--- config.mk ---
export PLATFORM = sky130hd
export DESIGN_NAME = infix_to_prefix
export DESIGN_NICKNAME = d
export VERILOG_FILES = /design/src/rtl/prefix_pkg.sv /design/src/rtl/op_stack.sv /design/src/rtl/infix_to_prefix.sv
export SDC_FILE = /design/constraint.sdc
export NUM_CORES = 1
export LEC_CHECK = 0
export CAP_MARGIN = 40
export CORE_ASPECT_RATIO = 1.5
export CORE_UTILIZATION = 63
export DETAILED_ROUTE_END_ITERATION = 7
export PLACE_DENSITY = 0.8
export SYNTH_ARGS = -nofsm -noshare
export SYNTH_HDL_FRONTEND = slang
export SYNTH_SLANG_ARGS = --single-unit
--- constraint.sdc ---
create_clock -name clk -period 3.84 [get_ports clk]
set_input_delay 0.768 -clock clk [delete_from_list [all_inputs] [get_ports clk]]
set_output_delay 0.768 -clock clk [all_outputs]
set_load 0.02 [all_outputs]
--- src/rtl/prefix_pkg.sv ---
// Shared token definitions and helpers for the infix-to-prefix converter and
// the downstream prefix evaluator.
package prefix_pkg;

  localparam int unsigned TOK_W = 5;
  localparam int unsigned N_TOK = 19;
  localparam int unsigned STK_D = 9;

  localparam logic [1:0] OP_ADD = 2'd0;
  localparam logic [1:0] OP_SUB = 2'd1;
  localparam logic [1:0] OP_MUL = 2'd2;
  localparam logic [1:0] OP_DIV = 2'd3;

  // Bit 4 marks an operator token; operands carry their value in [3:0].
  function automatic logic is_op(input logic [TOK_W-1:0] tok);
    return tok[TOK_W-1];
  endfunction

  // 1 for '*' and '/', 0 for '+' and '-'.
  function automatic logic prec(input logic [TOK_W-1:0] tok);
    return (tok[1:0] == OP_MUL) || (tok[1:0] == OP_DIV);
  endfunction

endpackage

--- src/rtl/op_stack.sv ---
// Single-port LIFO for operator tokens: one push or one pop per cycle.
module op_stack #(
  parameter int unsigned DEPTH = 9,
  parameter int unsigned W     = 5
) (
  input  logic         clk,
  input  logic         rst_n,
  input  logic         push,
  input  logic         pop,
  input  logic [W-1:0] push_data,
  output logic [W-1:0] top,
  output logic         empty
);

  localparam int unsigned SP_W = $clog2(DEPTH + 1);
  localparam logic [SP_W-1:0] FULL = SP_W'(DEPTH);

  logic [W-1:0]    mem [DEPTH];
  logic [SP_W-1:0] sp;

  assign empty = (sp == '0);
  assign top   = empty ? '0 : mem[sp - SP_W'(1)];

  // Stack pointer and storage; push has priority, full/empty guard keeps sp in range.
  always_ff @(posedge clk or negedge rst_n) begin
    if (!rst_n) begin
      sp <= '0;
      for (int unsigned i = 0; i < DEPTH; i++) mem[i] <= '0;
    end else if (push && sp != FULL) begin
      mem[sp] <= push_data;
      sp      <= sp + SP_W'(1);
    end else if (pop && !empty) begin
      sp <= sp - SP_W'(1);
    end
  end

  // The converter never pops an empty stack nor pushes a full one.
  a_no_underflow: assert property (@(posedge clk) disable iff (!rst_n) !(pop && empty));
  a_no_overflow:  assert property (@(posedge clk) disable iff (!rst_n) !(push && sp == FULL));

endmodule

--- src/rtl/infix_to_prefix.sv ---
// Converts a 19-token infix frame to prefix order (reverse-scan shunting-yard)
// and streams the result out as a contiguous 19-cycle valid/data burst.
module infix_to_prefix
  import prefix_pkg::*;
(
  input  logic             clk,
  input  logic             rst_n,
  input  logic             in_valid,
  input  logic [TOK_W-1:0] in_data,
  output logic             out_valid,
  output logic [TOK_W-1:0] out_data
);

  localparam logic [2:0] S_IDLE  = 3'd0;
  localparam logic [2:0] S_LOAD  = 3'd1;
  localparam logic [2:0] S_CONV  = 3'd2;
  localparam logic [2:0] S_FLUSH = 3'd3;
  localparam logic [2:0] S_OUT   = 3'd4;

  localparam int unsigned IDX_W = $clog2(N_TOK);
  localparam logic [IDX_W-1:0] LAST_IDX = IDX_W'(N_TOK - 1);

  logic [2:0]       state;
  logic [TOK_W-1:0] in_buf  [0:N_TOK-1];
  logic [TOK_W-1:0] out_buf [0:N_TOK-1];
  logic [IDX_W-1:0] cnt, rd_idx, wr_idx, oidx;

  logic [TOK_W-1:0] tok, stk_top, emit_tok;
  logic             stk_push, stk_pop, stk_empty, emit, advance;

  assign tok = in_buf[rd_idx];

  op_stack #(.DEPTH(STK_D), .W(TOK_W)) u_stack (
    .clk       (clk),
    .rst_n     (rst_n),
    .push      (stk_push),
    .pop       (stk_pop),
    .push_data (tok),
    .top       (stk_top),
    .empty     (stk_empty)
  );

  // Per-cycle conversion action: stack control, out_buf write and scan advance.
  always_comb begin
    stk_push = 1'b0;
    stk_pop  = 1'b0;
    emit     = 1'b0;
    emit_tok = tok;
    advance  = 1'b0;
    case (state)
      S_CONV: begin
        if (!is_op(tok)) begin
          emit    = 1'b1;
          advance = 1'b1;
        end else if (!stk_empty && (prec(stk_top) > prec(tok))) begin
          stk_pop  = 1'b1;
          emit     = 1'b1;
          emit_tok = stk_top;
        end else begin
          stk_push = 1'b1;
          advance  = 1'b1;
        end
      end
      S_FLUSH: begin
        stk_pop  = !stk_empty;
        emit     = !stk_empty;
        emit_tok = stk_top;
      end
      default: ;
    endcase
  end

  // FSM, frame buffers, indices and registered output port.
  always_ff @(posedge clk or negedge rst_n) begin
    if (!rst_n) begin
      state     <= S_IDLE;
      cnt       <= '0;
      rd_idx    <= '0;
      wr_idx    <= '0;
      oidx      <= '0;
      out_valid <= 1'b0;
      out_data  <= '0;
      for (int unsigned i = 0; i < N_TOK; i++) begin
        in_buf[i]  <= '0;
        out_buf[i] <= '0;
      end
    end else begin
      out_valid <= (state == S_OUT);
      out_data  <= (state == S_OUT) ? out_buf[oidx] : '0;

      if (emit) begin
        out_buf[wr_idx] <= emit_tok;
        wr_idx          <= wr_idx + IDX_W'(1);
      end

      case (state)
        S_IDLE: begin
          if (in_valid) begin
            in_buf[0] <= in_data;
            cnt       <= IDX_W'(1);
            state     <= S_LOAD;
          end
        end
        S_LOAD: begin
          if (in_valid) begin
            if (cnt <= LAST_IDX) begin
              in_buf[cnt] <= in_data;
              cnt         <= cnt + IDX_W'(1);
            end
          end else begin
            state  <= S_CONV;
            rd_idx <= LAST_IDX;
            wr_idx <= '0;
            cnt    <= '0;
          end
        end
        S_CONV: begin
          if (advance) begin
            if (rd_idx == '0) state <= S_FLUSH;
            else              rd_idx <= rd_idx - IDX_W'(1);
          end
        end
        S_FLUSH: begin
          if (stk_empty) begin
            state <= S_OUT;
            oidx  <= LAST_IDX;
          end
        end
        S_OUT: begin
          if (oidx == '0) state <= S_IDLE;
          else            oidx  <= oidx - IDX_W'(1);
        end
        default: state <= S_IDLE;
      endcase
    end
  end

endmodule
==> results by group <==
Yosys
  – Mapped Avg Cell Area: 13.6 um2
  – Post-synth EDFFs: 0
  – Sequential area share after synthesis: 50.5%
  – Yosys reg bits: 268
  – Count leader, synth: dfrtp_1
  – Most used DFF post-synth: dfrtp_1
  – Mapped Cells: 977
  – Ys async rst share: 100%
  – Synth cell types: 74
  – Synth top cells by count: dfrtp_1, mux2_2, nand2_1
  – Synth top area share: 50.5%
  – Netlist Area Pre-Place: 0.0133 mm2
  – Syn_nets: 1001
  – Syn. warnings: 0
  – Synth area leader: dfrtp_1
  – Ranking of synthesized cells by area: dfrtp_1, mux2_2, mux4_2

Cells and area
  – Fraction of layout cells with a size suffix above 1: 35.5%
  – P&R area growth vs syn: 8.59%
  – N_diodes: 0
  – Fin nets: 1008

Route
  – Vias: 8016
  – DRT iter0 DRCs: 493
  – WL final: 27.8 mm
  – DR DRC count: 0
  – Via-to-Cell Ratio: 6.36
  – WL/cell: 22.0 um
  – TritonRoute pass-1 iters: 5
  – Routed Antenna Nets: 0

Pwr
  – Power Total: 9.57 mW
  – Power Density: 663 mW/mm2
  – Peak supply drop: 544 uV
  – Leak: 6.82 nW

STA
  – Post-layout minimum cycle time: 3.55 ns
  – Final worst slack: 0.289 ns
  – Worst Skew: 0.0180 ns
  – Max transition margin: 40.9%
  – RSZ-0062 raised after global routing: false
  – Count of final max-slew check failures: 0
  – Final setup fails: 0
  – Fmax: 0.282 GHz
  – Fin crit share: 92.5%
  – Final hold violations: 0
  – Slew @ Worst Pin: 0.881 ns
  – Setup_tns: 0 ns

Clock tree
  – Post-CTS sizing: 0
  – CTS Sinks: 268
  – CTS max path bufs: 3
  – H-Tree Depth: 1
  – Clock Latency Late Sink: 0.53 ns
  – Hold buffers post-CTS: 0
  – Clock Pin Slew Worst Setup and Hold Paths: 0.06 ns
  – CTS Buf Count: 26
  – Root buffer cell: clkbuf_16
  – CTS tree: done

Global routing
  – First-pass GRT wire length: 45.6 mm
  – Initial antenna violation count: 0
  – Overflow after GRT: 0
  – Met1 GRT Util: 31.9%
  – Busiest grt layer: met2
  – Vias in the first global route: 8547
  – Largest net degree at the start of global routing: 100
  – Grt met3 use: 2.92%
  – Total global-route track usage: 26.9%
  – Grt met2 use: 49.1%

Critical path
  – CP endpoint kind: flop
  – Critical path type: flop to flop
  – CP required: 4.29 ns
  – Critical Path Fanout Max: 19
  – CP arrival: 4.00 ns
  – Critical Path Start Type: flop

Floorplan
  – Core area: 0.0205 mm2
  – DIE WIDTH: 121 um
  – Full die area: 0.0217 mm2
  – IO Pins: 14
  – Cell row count: 64
  – DIE HEIGHT: 180 um
  – Initial Util: 64.8%

Placed design
  – Pre-CTS WS: 0.277 ns
  – Placer Congestion: 0.946
  – Port bufs: 13
  – HPWL Detailed: 19.1 mm

Status
  – Outcome: finished clean

Flow run
  – Max-capacitance violation count: 0

Hold path
  – Hold Path Class: input pin to asynchronous set/reset pin
[layout by cell type, fill, tap and decap left out, types with 24 or more instances in the layout]
cell,synthesis,layout
a21oi_1,24,24
clkbuf_16,0,27
dfrtp_1,268,266
mux2_2,205,205
mux2i_1,36,36
mux4_2,41,41
nand2_1,50,50
nor2_1,35,35
[kinds of logic after synthesis]
group                      Yosys count  share of synthesized area (%)
AOI/OAI and AO/OA                  114                           7.07
xor gates and xnor gates             9                          0.650
adders and majority gates           16                           1.51
buffers and inverters               72                           3.04
DFF                                268                           50.5
muxes                              313                           30.1
and+or+nand+nor                    185                           7.14
[flip-flops by register name (all words and copies together) (netlist names)]
name	flops
u_stack.sp	4
in_buf	95
oidx	5
rd_idx	5
out_data	5
u_stack.mem	45
wr_idx	5
out_valid	1
state	3
cnt	5
out_buf	95
[critical path: stages, from the launching register on]
cell	delay, ns
dfrtp_1	0.45
inv_1	0.13
ha_1	0.55
nand3_1	0.15
or3_1	0.33
a31oi_1	0.34
and4_4	0.37
a21oi_2	0.11
o31ai_4	0.76
mux2_2	0.29
[routing by layer]
layer	wire, um	up-vias
met3	742	63
li1	-	3630
met2	15100	143
met4	1040	0
met1	10800	4180
met5	0	-
[metrics by stage]
step / hold slack (ns) / std cells / util (%) / instance area [um2]
6_report: 0.267 / 1261 / 70.4 / 14400
3_3_place_gp: 0.443 / 1216 / 66.2 / 13600
2_1_floorplan: 0.429 / 977 / - / 13300
5_1_grt: 0.334 / 1261 / 70.4 / 14400
3_5_place_dp: 0.456 / 1218 / 66.3 / 13600
4_1_cts: 0.295 / 1259 / 70.2 / 14400
[report_power, final]
group | total, mW | switching (mW) | internal [mW]
clock | 2.46 | 1.03 | 1.43
sequential | 3.93 | 0.514 | 3.42
combinational | 3.18 | 1.75 | 1.43
[final cells by class]
cell class | count | area, um2
Inverter | 17 | 63.8
Fill cell | 1427 | 6080
Clock inverter | 5 | 50.0
Sequential cell | 268 | 6710
Multi-Input combinational cell | 637 | 6170
Clock buffer | 36 | 759
Tap cell | 264 | 330
Timing Repair Buffer | 34 | 339
[final timing paths]
| path | end | startpoint | cells past startpoint | slack [ns] |
|---|---|---|---|---|
| min in group clk | u_stack.mem[19] | u_stack.mem[19] | 1 | 0.47 |
| max reg2reg | out_buf[88] | u_stack.sp[1] | 9 | 0.29 |
| min | out_data[3] | rst_n | 1 | 0.27 |
| max | out_buf[88] | u_stack.sp[1] | 9 | 0.29 |
| min reg2reg | u_stack.mem[19] | u_stack.mem[19] | 1 | 0.47 |
| max in group asynchronous | in_buf[61] | rst_n | 2 | 2.64 |
[timing repair]
item | in CTS | in global routing
buffers inserted | 0 | 2
setup endpoints to repair | 0 | 30
endpoints found under the hold margin | 0 | 0
(Power assumes the default switching activity.)
